<file path="src/rtl/pipe_stage_buffer.sv">
// pipe_stage_buffer: DEPTH-entry first-word-fall-through packet queue between pipeline stages,
// with valid/ready handshakes on both sides and a synchronous flush.
module pipe_stage_buffer #(
    parameter int WIDTH = 32,
    parameter int DEPTH = 2
) (
    input  logic                         clk,
    input  logic                         rst,
    input  logic                         flush,
    input  logic                         in_valid,
    output logic                         in_ready,
    input  logic [WIDTH-1:0]             in_packet,
    output logic                         out_valid,
    input  logic                         out_ready,
    output logic [WIDTH-1:0]             out_packet,
    output logic [$clog2(DEPTH+1)-1:0]   count
);
    localparam int PW = DEPTH > 1 ? $clog2(DEPTH) : 1;
    localparam int CW = $clog2(DEPTH+1);

    logic [WIDTH-1:0] mem [DEPTH];
    logic [PW-1:0]    wr_ptr, rd_ptr;
    logic             push, pop;

    // in_ready comes from registered count only, so out_ready never reaches it
    assign in_ready   = count != CW'(DEPTH);
    assign out_valid  = count != '0;
    assign push       = in_valid & in_ready & ~flush;
    assign pop        = out_valid & out_ready & ~flush;
    assign out_packet = out_valid ? mem[rd_ptr] : '0;

    function automatic logic [PW-1:0] inc(input logic [PW-1:0] p);
        return p == PW'(DEPTH-1) ? '0 : p + 1'b1;
    endfunction

    always_ff @(posedge clk or negedge rst) begin
        if (!rst) begin
            wr_ptr <= '0;
            rd_ptr <= '0;
            count  <= '0;
            for (int k = 0; k < DEPTH; k++) mem[k] <= '0;
        end else if (flush) begin
            wr_ptr <= '0;
            rd_ptr <= '0;
            count  <= '0;
        end else begin
            if (push) begin
                mem[wr_ptr] <= in_packet;
                wr_ptr      <= inc(wr_ptr);
            end
            if (pop) rd_ptr <= inc(rd_ptr);
            if (push != pop) count <= push ? count + 1'b1 : count - 1'b1;
        end
    end
endmodule
</file>
<file path="config.mk">
export PLATFORM = sky130hd
export DESIGN_NAME = pipe_stage_buffer
export DESIGN_NICKNAME = d
export VERILOG_FILES = /design/src/rtl/pipe_stage_buffer.sv
export SDC_FILE = /design/constraint.sdc
export NUM_CORES = 1
export LEC_CHECK = 0
export CAP_MARGIN = 20
export CORE_MARGIN = 2
export CORE_UTILIZATION = 50
export DETAILED_ROUTE_END_ITERATION = 8
export GPL_TIMING_DRIVEN = 0
export PLACE_DENSITY = 0.84
export RECOVER_POWER = 25
export SYNTH_ARGS = -nofsm -noshare
export SYNTH_HDL_FRONTEND = slang
export SYNTH_SLANG_ARGS = --single-unit
export TNS_END_PERCENT = 100
</file>
<file path="constraint.sdc">
create_clock -name clk -period 2 [get_ports clk]
set_input_delay 0.2 -clock clk [delete_from_list [all_inputs] [get_ports clk]]
set_output_delay 0.2 -clock clk [all_outputs]
set_load 0.03 [all_outputs]
</file>
# Word-level counts from Yosys, hierarchy flattened

Index checks and enable logic that the tools add are counted.

Input bits: 37
Bits in registers: 68
Latch bits: 0
Logic and storage cells: 43
Memory bits (read-only): 0
Memories: 0
Bits in writable memories: 0

Multiplexer cells: 16
Eq/ne operators: 2
Div/mod/pow operators: 0
Magnitude comparators: 3
Reduce and logical (&&, ||, !) cells: 6
Multipliers: 0
$add $sub $neg: 4
Shifts and indexed selects: 0
Bitwise operators: 7

Operators with widths:

| operator            | count |
|---|---|
| $mux 32             | 5 |
| $bwmux 64           | 1 |
| $demux 32 s1        | 1 |
| $reduce_bool 2->1   | 4 |
| $mux 1              | 6 |
| $mux 2              | 3 |
| $and 1x1->1         | 4 |
| $ge 2x2->1 const B  | 2 |
| $not 1->2           | 2 |
| $add 1x1->1 const B | 2 |
| $add 2x1->2 const B | 1 |
| $lt 2x1->1 const B  | 1 |
| $ne 2x2->1 const B  | 1 |
| $reduce_and 2->1    | 1 |
| $sub 2x1->2 const B | 1 |
| $logic_and 1x1->1   | 1 |
| $ne 1x1->1          | 1 |
| $not 1->1           | 1 |

# Depth between registers and ports, before layout

Gate-level depths: netlist of run 1.

Word-level depth: 6
Gate-level depth with buffers: 5
Depth with buffers taken out: 4

# Worst setup path after synthesis of run 1

OpenSTA, ideal clock, no wires.

Path kind: flip-flop to flip-flop
From: register count[1]
To: register mem[21] (netlist bit)
Path buffers: 1
Arrival: 1761 ps
Stages on the path, launching flop included: 6
Clock period less this slack: 1886 ps
Path slack: 114 ps
Setup time: 125 ps
Data required time: 1875 ps
Path through: dfrtp_1 > nor2b_2 > inv_1 > nand4b_2 > buf_4 > mux2_2

Longest elaborated chain between the ends: 4

RTL lines:

| element                           | RTL line | RTL |
|---|---|---|
| from (decl)                       | 16       | `output logic [$clog2(DEPTH+1)-1:0] count` |
| from (signal assigned)            | 52       | `if (push != pop) count <= push ? count + 1'b1 : count - 1'b1;` |
| $ne 2x2->1                        | 26       | `assign in_ready = count != CW'(DEPTH);` |
| net in_ready                      | 11       | `output logic in_ready,` |
| $and 1x1->1 (2 in a row)          | 28       | `assign push = in_valid & in_ready & ~flush;` |
| $reduce_and 2->1 (no source line) | n/a      |  |
| to (signal, indexed assignment)   | 48       | `mem[wr_ptr] <= in_packet;` |
| to (decl)                         | 21       | `logic [WIDTH-1:0] mem [DEPTH];` |

The timed path passes the listed nets, and every way through them passes these cells.
A chain may end at the register's enable or synchronous reset.

# Worst setup path in the final report of run 1

From: register count[1]
To: output port out_packet[31]

Longest elaborated chain between the ends: 2

RTL lines:

| element           | RTL line | RTL |
|---|---|---|
| $reduce_bool 2->1 | 27       | `assign out_valid = count != '0;` |
| $mux 32           | 30       | `assign out_packet = out_valid ? mem[rd_ptr] : '0;` |
| to (decl)         | 15       | `output logic [WIDTH-1:0] out_packet,` |

No other way between the ends.

==> qor.yml, run 1 <==
cp-start-kind: "flop"
grt_antenna_before_repair: 0
p_leak_nw: 1.81
grt-ovfl-total: 0
drt_iter0_drc: 86
multi_input_area_um2: 1310
ctsHtreeMaxLevel: 3
synth_cell_types: 23
hold_class: "flop to flop"
clock_tree.buffer_depth: 2
grt_pass1_wl_um: 9870
avgSynthCellArea_um2: 13.4
layout-drive-gt1-share: 0.292
track_usage: 0.196
synth_cells: 231
place_congestion: 0.738
drt_pass1_iterations: 4
core_area_um2: 5960
grt_setup_unrepaired: "no"
fin_nets: 351
end_kind: "primary output"
arrival_ps: 1710
finalMaxSlewViolations: 0
die_height_um: 82.8
tightestPinTransition_ps: 912
status: "finished, final reports clean"
crit_required_ps: 1800
cap_violations: 0
slew_headroom: 0.392
setup_slack_ps: 85.3
min_period_ps: 1910
ant_nets: 0
grt_max_degree: 69
pin_count: 73
cts_sinks: 68
highest_layer: "met4"
cts-root-buf: "clkbuf_8"
yosysSeqAreaShare: 0.548
postLayoutCellArea_um2: 4080
cts_buffers: 9
worstSkewPairLatency_ps: 340
crit_type: "flop to primary output"
finalNonFillerCells: 393
synth-seq-cells: 68
fill_cells: 480
drc_errors: 0
clock.fmax_ghz: 0.522
start_util: 0.521
placed_area_um2: 3920
synth.net_count: 268
dp_hpwl_um: 4180
num_vias: 2060
num_rows: 28
fin_crit_sh: 0.957
critPathMaxFanout: 7
area.sequential_um2: 1700
yosysWarnings: 0
setup_tns_ps: 0
ir_worst_vdd_mv: 0.608
via_per_inst: 5.24
place_ws_ps: -250
cts_tree: "done"
io_buffers: 72
setup_viol: 0
met1Wirelength_um: 2730
synthToLayoutAreaGrowth_pct: 31.4
wl_met3_um: 381
synthesis.area_um2: 3100
clock_skew_ps: 6.04
wl_per_cell_um: 15.5
dieArea_um2: 6860
diodes: 0
path_clk_slew_ps: 70
cellPowerDensity_nw_per_um2: 952
routed-wl-met2_um: 2870
drt-total-wl_um: 6100
p_total_mw: 3.88
hold_viol: 0
die_w_um: 82.8
grt_pass1_vias: 2086
dp_cells: 378
-- synthesized netlist by cell type (all sizes together) --
library cell  number  area (µm²)
a21o               1        7.51
a21oi              4        20.0
buf                9        71.3
clkbuf             4        15.0
dfrtp             68        1700
inv                3        11.3
mux2              64         721
mux2i             33         330
nand3b             1        7.51
nand4b             1        15.0
nor2              34         128
nor2b              1        8.76
nor3b              1        7.51
nor4               1        21.3
o211ai             1        7.51
o21ai              2        10.0
or2                1        6.26
or3                1        6.26
xor2               1        8.76
-- cell type report --
type                            count  area share
Multi-Input combinational cell    147       0.322
Sequential cell                    68       0.418
Inverter                            3     0.00276
Clock inverter                      2     0.00245
Tap cell                           75      0.0230
Buffer                             12      0.0248
Clock buffer                       13      0.0389
Timing Repair Buffer               73       0.169
-- critical path, cell delays in order (launching register included) --
cell and delay [ps]:
dfrtp_1 490, nor2_4 90, nor2_1 110, clkdlybuf4s50_1 690
-- power by group --
group / internal (mW) / switching (mW)
clock network: 0.508 / 0.482
logic: 0.528 / 0.493
registers: 1.71 / 0.168
-- per-layer routing --
layer	vias to the layer above	global-route usage
li1	971	-
met1	1025	0.251
met2	54	0.316
met3	10	0.0498
met4	0	0.0885
met5	-	0
-- final timing paths --
path	start	end	slack (ps)	cells after the start
setup / recovery	count[1]$_DFFE_PN0P_	out_packet[31]	90	3
hold / removal	mem[37]$_DFFE_PN0P_	mem[37]$_DFFE_PN0P_	490	1
setup reg to reg	count[1]$_DFFE_PN0P_	mem[4]$_DFFE_PN0P_	200	5
hold reg to reg	mem[37]$_DFFE_PN0P_	mem[37]$_DFFE_PN0P_	490	1
max in group asynchronous	rst	rd_ptr$_DFFE_PN0P_	800	2
min in group asynchronous	rst	mem[3]$_DFFE_PN0P_	560	2
-- logic make-up after synthesis --
kind of cell / count (synthesis) / share of synthesized area
compound gates: 8 / 0.0145
xor+xnor: 1 / 0.00282
buf+inv: 16 / 0.0314
flops: 68 / 0.548
mux: 97 / 0.339
simple gates: 41 / 0.0645
-- metrics by stage --
stage          utilization  hold WS (ps)
2_1_floorplan            -         -95.6
3_3_place_gp         0.658           466
3_5_place_dp         0.658           365
4_1_cts              0.684           481
5_1_grt              0.685           489
6_report             0.685           486
-- sequential cells by signal, indices dropped and copies added (netlist names) --
| register | flops |
|---|---|
| count | 2 |
| rd_ptr | 1 |
| wr_ptr | 1 |
| mem | 64 |
-- cells in the final DEF, fill, tap and decap left out, types with 2 or more instances in the layout --
cell and instances:
a21oi_1 4, buf_4 6, buf_6 3, clkbuf_1 2
clkbuf_4 4, clkbuf_8 11, clkdlybuf4s50_1 38, clkinv_2 2
dfrtp_1 66, dfrtp_2 2, dlygate4sd2_1 32, inv_1 2
mux2_1 5, mux2_2 59, mux2i_1 33, nor2_1 33
o21ai_0 2
-- timing repair --
item                                    4_1_cts  5_1_grt
endpoints found under the setup margin       34       31
setup buffers                                 0        0
hold endpoints to repair                      2        0
gates resized for setup                      44        3
hold buffers                                  1        0
Power figures use the tool's default switching activity.
==> run 2, diff against run 1 <==
--- a/config.mk
+++ b/config.mk
@@ -7,10 +7,10 @@
 export LEC_CHECK = 0
 export CAP_MARGIN = 20
 export CORE_MARGIN = 2
-export CORE_UTILIZATION = 50
+export CORE_UTILIZATION = 28
 export DETAILED_ROUTE_END_ITERATION = 8
 export GPL_TIMING_DRIVEN = 0
-export PLACE_DENSITY = 0.84
+export PLACE_DENSITY = 0.54
 export RECOVER_POWER = 25
 export SYNTH_ARGS = -nofsm -noshare
 export SYNTH_HDL_FRONTEND = slang
==> constraint.sdc (replaced) <==
create_clock -name clk -period 2 [get_ports clk]
set_input_delay 0.3 -clock clk [delete_from_list [all_inputs] [get_ports clk]]
set_output_delay 0.3 -clock clk [all_outputs]
set_load 0.03 [all_outputs]
==> qor.yml, run 2 (synthesis gave the netlist of run 1 again) <==
reg2reg_slack_ps: 250
via_per_inst: 4.51
die_w_um: 109
path_clk_slew_ps: 70
num_vias: 2085
cp_top_family: "buffers and inverters"
hold_viol: 0
start_util: 0.286
fin_crit_sh: 0.958
grt_setup_unrepaired: "yes"
pin_count: 73
drt_pass1_iterations: 4
regMostFlops: "mem"
finalMaxSlewViolations: 69
worstSkewPairLatency_ps: 340
diodes: 0
end_kind: "primary output"
fin_nets: 355
status: "complete, but fails checks"
ir_worst_vdd_mv: 0.369
ant_nets: 0
synthToLayoutAreaGrowth_pct: 38.7
cts-root-buf: "clkbuf_8"
grt_antenna_before_repair: 0
grt_max_degree: 69
crit_required_ps: 1700
place_congestion: 0.685
cts_tree: "done"
cp_slowest_cell: "dfrtp_2"
fill_cells: 1100
min_period_ps: 1920
largest_reg_flops: 64
p_leak_nw: 1.75
wl_per_cell_um: 15.1
layout-drive-gt1-share: 0.401
arrival_ps: 1620
cap_violations: 1
critPathMaxStageDelay_ps: 460
clock_tree.buffer_depth: 2
num_rows: 38
crit_type: "flop to primary output"
io_buffers: 72
drt-total-wl_um: 6980
dp_hpwl_um: 4600
reg_top3: "mem: 64 flops, count: 2 flops"
clock_skew_ps: 6.17
drc_errors: 0
violations: "max-capacitance violations, max-slew violations"
track_usage: 0.127
multi_input_area_um2: 1310
core_area_um2: 10800
p_total_mw: 3.95
drt_iter0_drc: 50
setup_viol: 0
critPathMaxFanout: 10
ctsHtreeMaxLevel: 3
die_height_um: 109
grt_pass1_wl_um: 11200
hold_class: "input port to async pin"
cts_hold_buf: 0
layout_commonest_cell: "dfrtp_1"
cts_buffers: 9
grt-ovfl-total: 0
path_cells: "nor2_4 -> clkbuf_8 -> nor2_1 -> clkdlybuf4s15_2"
clock.fmax_ghz: 0.522
dieArea_um2: 11900
grt_pass1_vias: 2137
cp-start-kind: "flop"
slew_headroom: -0.152
mostFrequentLayoutCells: "dfrtp_1, mux2_2, clkdlybuf4s50_1"
critPathBufInv: 2
cellPowerDensity_nw_per_um2: 918
setup_tns_ps: 0
tightestPinTransition_ps: 1730
area.sequential_um2: 1710
cts_sinks: 68
[run 2: metrics by stage]
| stage | cell area, µm² | cells | utilization | hold WS [ps] | worst slack [ps] |
|---|---|---|---|---|---|
| 6_report | 4310 | 462 | 0.397 | 421 | 83.1 |
| 5_1_grt | 4310 | 462 | 0.397 | 509 | -15.6 |
| 4_1_cts | 4270 | 458 | 0.394 | 114 | -48.6 |
| 3_5_place_dp | 4000 | 443 | 0.369 | 474 | -548 |
| 3_3_place_gp | 4000 | 443 | 0.369 | 468 | -1760 |
| 2_1_floorplan | 3100 | 231 | - | 4.41 | 114 |
[run 2: report_power, final]
part | switching, mW | internal [mW] | total (mW)
logic | 0.510 | 0.586 | 1.10
registers | 0.163 | 1.71 | 1.87
clock network | 0.479 | 0.508 | 0.987
[run 2: final cells by class]
class | instances | area share
clock buffer | 13 | 0.0369
multi-input combinational | 147 | 0.305
tap | 140 | 0.0407
clock inverter | 2 | 0.00232
inverter | 3 | 0.00262
timing repair buffer | 77 | 0.182
sequential | 68 | 0.396
buffer | 12 | 0.0349
[run 2: path summary, 6_finish.rpt]
check                                     start                   end  depth (start not counted)
min in group clk            mem[62]$_DFFE_PN0P_   mem[62]$_DFFE_PN0P_                          1
hold reg to reg             mem[62]$_DFFE_PN0P_   mem[62]$_DFFE_PN0P_                          1
hold / removal                              rst  count[0]$_DFFE_PN0P_                          1
max in group asynchronous                   rst    rd_ptr$_DFFE_PN0P_                          1
setup reg to reg           count[1]$_DFFE_PN0P_    mem[9]$_DFFE_PN0P_                          5
setup / recovery           count[0]$_DFFE_PN0P_         out_packet[4]                          4
[run 2: layer usage]
metal / vias up / track usage / wire [µm]
met1: 1052 / 0.155 / 3100
met5: - / 0 / 0
met2: 46 / 0.208 / 3370
met4: 0 / 0.0407 / 63
met3: 8 / 0.0462 / 447
li1: 979 / - / -
[run 2: what timing repair did]
item,4_1_cts,5_1_grt
pin swaps,1,1
cloned,1,0
setup buffers,0,4
gates resized for setup,114,8
endpoints found under the setup margin,34,30
[run 2: worst reg2reg max path, cell delays in order (launching register included)]
cell and delay, ps:
dfrtp_2 440, nor2b_2 270, inv_1 120, nand4b_2 200, buf_4 240, mux2_2 360
